### config.mk
export PLATFORM = sky130hd
export DESIGN_NAME = seg7_scan_decoder
export DESIGN_NICKNAME = d
export VERILOG_FILES = /design/src/rtl/seg7_scan_decoder.sv
export SDC_FILE = /design/constraint.sdc
export NUM_CORES = 1
export LEC_CHECK = 0
export CAP_MARGIN = 40
export CORE_MARGIN = 10
export CORE_UTILIZATION = 53
export DETAILED_ROUTE_END_ITERATION = 7
export HOLD_SLACK_MARGIN = 0.03
export PLACE_DENSITY_LB_ADDON = 0.05
export SYNTH_ARGS = -nofsm -noshare
export SYNTH_HDL_FRONTEND = slang
export SYNTH_SLANG_ARGS = --single-unit
### constraint.sdc
create_clock -name i_clk -period 2.3 [get_ports i_clk]
set_clock_uncertainty 0.15 [all_clocks]
set_input_delay 0.46 -clock i_clk [delete_from_list [all_inputs] [get_ports i_clk]]
set_output_delay 0.46 -clock i_clk [all_outputs]
set_load 0.005 [all_outputs]
### src/rtl/seg7_scan_decoder.sv
// seg7_scan_decoder
// Monitors a multiplexed 4-digit active-low 7-segment interface. It waits for
// each digit pattern to settle, decodes it back to a hex nibble, assembles a
// 4-digit frame and reports it with a one-cycle strobe.
//
// Ports
//   i_clk      system clock, rising edge
//   i_rst_n    asynchronous active-low reset
//   i_an       anode enables, active low (i_an[k]=0 selects digit k)
//   i_seg      segments, active low, {g,f,e,d,c,b,a}
//   o_digits   last complete frame, digit k at [4k+3:4k]
//   o_blank    bit k set if digit k was blank in the last frame
//   o_valid    one-cycle pulse when o_digits/o_blank update
//   o_err      one-cycle pulse on a settled illegal pattern
//   o_stale    no frame completed within TIMEOUT_CYCLES
//
// state    | meaning
// S_WAIT   | pattern changing
// S_SETTLE | pattern repeating, counting towards acceptance
// S_HOLD   | pattern accepted, waiting for it to change
module seg7_scan_decoder #(
  parameter int SETTLE_CYCLES  = 4,
  parameter int TIMEOUT_CYCLES = 1_000_000
) (
  input  logic        i_clk,
  input  logic        i_rst_n,
  input  logic [3:0]  i_an,
  input  logic [6:0]  i_seg,
  output logic [15:0] o_digits,
  output logic [3:0]  o_blank,
  output logic        o_valid,
  output logic        o_err,
  output logic        o_stale
);

  localparam int          TO_W        = $clog2(TIMEOUT_CYCLES + 1);
  localparam logic [7:0]  SETTLE_LAST = 8'(SETTLE_CYCLES - 1);
  localparam logic [TO_W-1:0] TO_MAX  = TO_W'(TIMEOUT_CYCLES);

  typedef enum logic [1:0] {S_WAIT, S_SETTLE, S_HOLD} state_t;

  logic [3:0]      r_an;
  logic [6:0]      r_seg;
  logic [10:0]     r_prev;
  logic [7:0]      r_cnt;
  state_t          r_state;
  state_t          w_state_nxt;
  logic [3:0]      r_mask;
  logic [15:0]     r_sh_dig;
  logic [3:0]      r_sh_blk;
  logic            r_err_pend;
  logic [TO_W-1:0] r_to;

  logic       w_same;
  logic [7:0] w_cnt_inc;
  logic       w_accept;
  logic       w_seg_ok;
  logic       w_seg_blank;
  logic [3:0] w_nib;
  logic       w_onecold;
  logic [1:0] w_slot;
  logic       w_idle;
  logic       w_good;
  logic       w_bad;
  logic       w_full;

  assign w_same    = ({r_an, r_seg} == r_prev);
  assign w_cnt_inc = (r_cnt == 8'hFF) ? r_cnt : r_cnt + 8'd1;
  assign w_idle    = (r_an == 4'hF);
  assign w_full    = (r_mask == 4'hF);

  // Acceptance fires on the transition into HOLD, i.e. on the edge where the
  // stability count reaches SETTLE_CYCLES-1.
  always_comb begin
    w_state_nxt = r_state;
    w_accept    = 1'b0;
    if (!w_same) begin
      w_state_nxt = S_WAIT;
    end else begin
      case (r_state)
        S_WAIT, S_SETTLE: begin
          if (w_cnt_inc == SETTLE_LAST) begin
            w_state_nxt = S_HOLD;
            w_accept    = 1'b1;
          end else begin
            w_state_nxt = S_SETTLE;
          end
        end
        S_HOLD:  w_state_nxt = S_HOLD;
        default: w_state_nxt = S_WAIT;
      endcase
    end
  end

  always_comb begin
    w_seg_ok    = 1'b1;
    w_seg_blank = 1'b0;
    w_nib       = 4'h0;
    case (r_seg)
      7'h40: w_nib = 4'h0;
      7'h79: w_nib = 4'h1;
      7'h24: w_nib = 4'h2;
      7'h30: w_nib = 4'h3;
      7'h19: w_nib = 4'h4;
      7'h12: w_nib = 4'h5;
      7'h02: w_nib = 4'h6;
      7'h78: w_nib = 4'h7;
      7'h00: w_nib = 4'h8;
      7'h10: w_nib = 4'h9;
      7'h08: w_nib = 4'hA;
      7'h03: w_nib = 4'hB;
      7'h46: w_nib = 4'hC;
      7'h21: w_nib = 4'hD;
      7'h06: w_nib = 4'hE;
      7'h0E: w_nib = 4'hF;
      7'h7F: w_seg_blank = 1'b1;
      default: w_seg_ok = 1'b0;
    endcase
  end

  always_comb begin
    w_onecold = 1'b1;
    w_slot    = 2'd0;
    case (r_an)
      4'b1110: w_slot = 2'd0;
      4'b1101: w_slot = 2'd1;
      4'b1011: w_slot = 2'd2;
      4'b0111: w_slot = 2'd3;
      default: w_onecold = 1'b0;
    endcase
  end

  assign w_good = w_accept && !w_idle && w_onecold && w_seg_ok;
  assign w_bad  = w_accept && !w_idle && !(w_onecold && w_seg_ok);

  always_ff @(posedge i_clk or negedge i_rst_n) begin
    if (!i_rst_n) begin
      r_an    <= 4'hF;
      r_seg   <= 7'h7F;
      r_prev  <= {4'hF, 7'h7F};
      r_cnt   <= 8'd0;
      r_state <= S_WAIT;
    end else begin
      r_an    <= i_an;
      r_seg   <= i_seg;
      r_prev  <= {r_an, r_seg};
      r_cnt   <= w_same ? w_cnt_inc : 8'd0;
      r_state <= w_state_nxt;
    end
  end

  // An error and a full mask cannot coincide: a full mask lasts one cycle and
  // the next acceptance needs a fresh dwell of at least SETTLE_CYCLES.
  always_ff @(posedge i_clk or negedge i_rst_n) begin
    if (!i_rst_n) begin
      r_mask     <= 4'h0;
      r_sh_dig   <= 16'h0;
      r_sh_blk   <= 4'h0;
      r_err_pend <= 1'b0;
      o_err      <= 1'b0;
      o_valid    <= 1'b0;
      o_digits   <= 16'h0;
      o_blank    <= 4'h0;
    end else begin
      r_err_pend <= w_bad;
      o_err      <= r_err_pend;
      o_valid    <= w_full;
      if (w_bad || w_full) begin
        r_mask <= 4'h0;
      end else if (w_good) begin
        r_mask[w_slot] <= 1'b1;
      end
      if (w_good) begin
        r_sh_dig[{w_slot, 2'b00} +: 4] <= w_nib;
        r_sh_blk[w_slot]               <= w_seg_blank;
      end
      if (w_full) begin
        o_digits <= r_sh_dig;
        o_blank  <= r_sh_blk;
      end
    end
  end

  always_ff @(posedge i_clk or negedge i_rst_n) begin
    if (!i_rst_n) begin
      r_to    <= '0;
      o_stale <= 1'b0;
    end else if (w_full) begin
      r_to    <= '0;
      o_stale <= 1'b0;
    end else if (r_to != TO_MAX) begin
      r_to <= r_to + 1'b1;
      if (r_to == TO_MAX - 1'b1) o_stale <= 1'b1;
    end
  end

endmodule

Word level (Yosys, flattened, before mapping) --
Cells that the tools add are included.
Storage, ports and cells: bits in latches 0, bits in registers 100, memory bits (read-only) 0, memories 0, RAM bits 0, output and inout bits 23, input bits 13
Cells by class: multiply operators 0, bitwise logic cells 1, $add $sub $neg 3, divide/modulo/power cells 0, eq/ne operators 29, shift operators 2, reductions and logical operators 18, magnitude comparators 2, multiplexer cells 24
Operator list (count):
- case mux 4 bit (15 select lines) | 1
- two-way mux 20 bit | 2
- == test 7 bit, second input constant | 5
- == test 7 x 5 -> 1 bit, second input constant | 3
- == test 7 x 6 -> 1 bit, second input constant | 3
- adder 20 x 1 -> 20 bit, second input constant | 1
- == test 20 bit, second input constant | 1
- == test 4 bit, second input constant | 5
- inequality test 20 bit, second input constant | 1
- OR reduction 17 bit | 1
- bitwise mux 16 bit | 1
- two-way mux 8 bit | 2
- variable shift 4 x 6 -> 16 bit, first input constant | 1
- indexed part select 4 x 6 -> 16 bit | 1
- == test 7 x 2 -> 1 bit, second input constant | 2
- == test 7 x 4 -> 1 bit, second input constant | 2
- == test 11 bit | 1
- two-way mux 1 bit | 10
- adder 8 x 1 -> 8 bit, second input constant | 1
- == test 8 x 2 -> 1 bit, second input constant | 1
- == test 8 bit, second input constant | 1
- two-way mux 4 bit | 2
- == test 7 x 3 -> 1 bit, second input constant | 1
- logical NOT 7 bit | 1
- other kinds (20) | 29

Logic depth before layout (Yosys ltp) --
word-level depth 11, gate-level depth with buffers 9, depth with buffers taken out 7

Least setup slack after synthesis --
OpenSTA, ideal clock, no wires.
path type reg2reg, start point reg r_seg[3], end point reg r_sh_dig[14], library setup time 0.128 ns, period minus slack after synthesis 2.305 ns, arrival time 2.028 ns, setup slack -0.005 ns, path buffers 1, cell stages (with the launch flop) 8, cell sequence dfstp_2 > nand3_1 > or3_1 > and3_1 > a31oi_4 > buf_6 > nand4_4 > mux2_1
Between the ends: word-level cells in the longest chain between the ends 5, elaborated cells between the ends (all ways) 27
Ends and longest elaborated chain:
- start: declaration | line 43 | logic [6:0] r_seg;
- start signal: assignment | line 145 | r_seg <= i_seg;
- branches (longest 5 deep; another with indexed part select 4 x 6 -> 16 bit)
- end signal: indexed assignment | line 174 | r_sh_dig[{w_slot, 2'b00} +: 4] <= w_nib;
- end: declaration | line 49 | logic [15:0] r_sh_dig;
Parallel ways; which one is timed is not known. A chain may end at the register's enable or synchronous reset.

Worst setup path in the final report --
start point reg r_seg[5], end point reg r_sh_blk[3]
Between the ends: word-level cells in the longest chain between the ends 5, elaborated cells between the ends (all ways) 26
Ends and longest elaborated chain:
- branches (longest 5 deep; another with OR reduction 17 bit)
- end signal: indexed assignment | line 175 | r_sh_blk[w_slot] <= w_seg_blank;
- end: declaration | line 50 | logic [3:0] r_sh_blk;
Parallel ways; which one is timed is not known.

==> flow_summary.yaml <==
place:
  place.gp.congestion: 0.8081
  place_hpwl_um: 6801
  placedInstanceArea_sq_um: 5455
  portBuffers: 35
critical_path:
  critPathMaxFanout: 8
  cp-end-kind: "register"
  crit_type: "reg2reg"
  path_delay_family: "simple AND/OR/NAND/NOR gates"
  cp_slowest_cell: "dfstp_2"
  crit_buf_inv: 1
  critPathLaunchType: "register"
  cp_data_arrival_time_ns: 2.56
  crit_path_max_incr_delay_ns: 0.58
  cp_cell_sequence: "or4b_4, nor3_4, a41oi_2, a31oi_4, buf_4, nand4_1, mux2_2"
  worstPathRequired_ns: 2.39
timing:
  maxSlewViolCount: 0
  timing.final.crit_share: 1.074
  max_slew_margin: 0.6898
  setup_slack_ns: -0.1704
  worst_pin_slew_ns: 0.4617
  fmax_mhz: 404.8
  rsz0062_at_grt: "true"
  hold_viol_final: 0
  post-route-min-period_ns: 2.470
  setup_viol: 20
  fin_tns_setup_ns: -2.226
cells_and_area:
  final_nets: 555
  design_area_sq_um: 5836
  drive_gt1_frac: 0.2495
  syn_to_final_growth_pct: 23.13
  n_antenna_cell: 0
yosys:
  ys_seq_area_frac: 0.5338
  synth_ff_type: "dfrtp_1"
  yosys_register_bits: 100
  syn_nets: 477
  syn_area_sq_um: 4740
  avgSynthCellArea_sq_um: 10.44
  synth_cells: 454
  synth_cell_types: 55
  synth_edf_count: 0
  ys_warn_count: 0
  synthArstFlopShare: 1.000
drt:
  vias: 3507
  first_pass_iters: 4
  drc: 0
  initialDrtViolationCount: 151
  postRouteAntennaNets: 0
  detail_route.vias_per_cell: 5.437
  wirelength_um: 9752
  wl_per_cell_um: 15.12
global_routing:
  first_global_vias: 3576
  antenna_found_initial: 0
  grt_pass1_wl_um: 16620
  grt_max_degree: 41
  grt-ovfl-total: 0
  grt_usage: 0.1523
clocking:
  cts-root-buf: "clkbuf_8"
  insertion_delay_ns: 0.36
  clkSlewWorstSetupHoldPaths_ns: 0.09
  clkSinkCount: 100
  cts_made_buffers: 9
  htreeDepth: 3
  cts_tree: "yes"
  clock_path_buffers: 2
pwr:
  ir_drop_mv: 0.2850
  leakage_nw: 2.708
  power.density_nw_per_um2: 535.6
  finalPower_w: 0.003125
floorplan:
  rows: 34
  core_sq_um: 8721
  io_pins: 36
  fp.dieH_um: 114.6
  initial_core_util: 0.5435
  die_x_um: 114.6
  dieArea_sq_um: 13130
min_path:
  hold_path.class: "reg2reg"
outcome:
  violations: "setup timing"
  status: "finished, violations left"
job:
  drv_cap: 0
==> path summary, 6_finish.rpt <==
path / endpoint / depth (start not counted) / start / slack [ns]
setup / recovery: r_sh_blk[3]$_DFFE_PN0P_ / 7 / r_seg[5]$_DFF_PN1_ / -0.17
hold / removal: o_err$_DFF_PN0_ / 0 / r_err_pend$_DFF_PN0_ / 0.21
setup reg to reg: r_sh_blk[3]$_DFFE_PN0P_ / 7 / r_seg[5]$_DFF_PN1_ / -0.17
max in group asynchronous: r_mask[2]$_DFFE_PN0P_ / 3 / i_rst_n / 1.05
min in group asynchronous: r_to[4]$_DFFE_PN0P_ / 2 / i_rst_n / 0.36
hold reg to reg: o_err$_DFF_PN0_ / 0 / r_err_pend$_DFF_PN0_ / 0.21
==> state kept, by name (all words and copies together), names as in the netlist <==
signal and flops:
o_blank 4, o_digits 16, o_err 1, o_stale 1
o_valid 1, r_an 4, r_cnt 8, r_err_pend 1
r_mask 4, r_prev 11, r_seg 7, r_sh_blk 4
r_sh_dig 16, r_state 2, r_to 20
==> through the flow <==
| stage | worst slack, ns | cells | hold WS, ns | util |
|---|---|---|---|---|
| 2_1_floorplan | 0.007651 | 454 | 0.01441 | - |
| 3_3_place_gp | -0.2060 | 618 | 0.1903 | 0.6255 |
| 3_5_place_dp | -0.2487 | 618 | 0.1917 | 0.6255 |
| 4_1_cts | -0.1270 | 638 | 0.2132 | 0.6577 |
| 5_1_grt | -0.2483 | 645 | 0.2191 | 0.6692 |
| 6_report | -0.1704 | 645 | 0.2107 | 0.6692 |
==> cell usage after synthesis, drive strengths merged, types with 3 or more instances <==
cell type	number	area, sq um
xnor2	9	78.83
ha	10	125.1
nor2	50	187.7
a21oi	8	40.04
buf	11	66.31
a31oi	3	33.78
mux2	20	225.2
inv	7	26.28
xor2	22	192.7
nand3b	3	22.52
nor4b	3	26.28
and4	4	35.03
and2	3	18.77
nand3	16	80.08
or3	6	37.54
dfrtp	78	1952
o221a	4	45.04
o21ai	7	35.03
nand2b	4	25.02
clkbuf	11	41.29
nand2	76	285.3
and3	9	56.30
nand4	14	117.6
mux2i	4	40.04
nor4	5	37.53
a211oi	3	22.52
nor3	13	70.07
dfstp	22	578.1
==> cells by family after synthesis <==
group | count (synthesis) | share of synthesized area
multiplexers | 24 | 0.05597
XOR/XNOR | 31 | 0.05729
AND/OR/NAND/NOR | 221 | 0.2368
flip-flops | 100 | 0.5338
adder cells (fa/ha/maj) | 10 | 0.02640
buffers and inverters | 30 | 0.02904
AO/OA/AOI/OAI | 38 | 0.06072
==> cell type report <==
cell class | instances | area, sq um
clock inverter | 6 | 63.81
fill | 685 | 2885
tap | 108 | 135.1
multi-input combinational | 324 | 2166
inverter | 8 | 30.03
clock buffer | 10 | 127.6
timing repair buffer | 89 | 783.3
sequential | 100 | 2530
==> per-layer routing <==
metal | part of all wire | GRT usage | up-vias
li1 | - | - | 1722
met1 | 0.44 | 0.1816 | 1698
met2 | 0.50 | 0.2593 | 65
met3 | 0.043 | 0.04507 | 22
met4 | 0.021 | 0.04344 | 0
met5 | 0 | 0 | -
==> power breakdown <==
part / internal [W] / leakage (nW) / total (W) / switching, W
logic: 0.0000997 / 1.31 / 0.000217 / 0.000117
clock network: 0.000504 / 0.0943 / 0.00109 / 0.000590
registers: 0.00179 / 1.31 / 0.00182 / 0.0000223
total: 0.00240 / 2.71 / 0.00313 / 0.000729
==> cells in the final DEF, fill, tap and decap left out, drive strengths merged, types with 8 or more instances in the layout <==
cell	instances
nand3	16
nand4	14
nor3	13
clkbuf	10
ha	10
nor2	50
xor2	22
nand2	76
buf	54
dfrtp	78
mux2	20
dfstp	22
a21oi	8
and3	9
inv	8
clkdlybuf4s50	34
xnor2	9
==> repair_timing <==
item	CTS	global route
setup buffers	3	7
endpoints found under the setup margin	24	24
pin swaps	2	4
hold endpoints to repair	17	0
gates resized for setup	10	11
gates cloned	0	0
hold buffers	1	0
No activity file was read; power rests on OpenSTA's default activity.
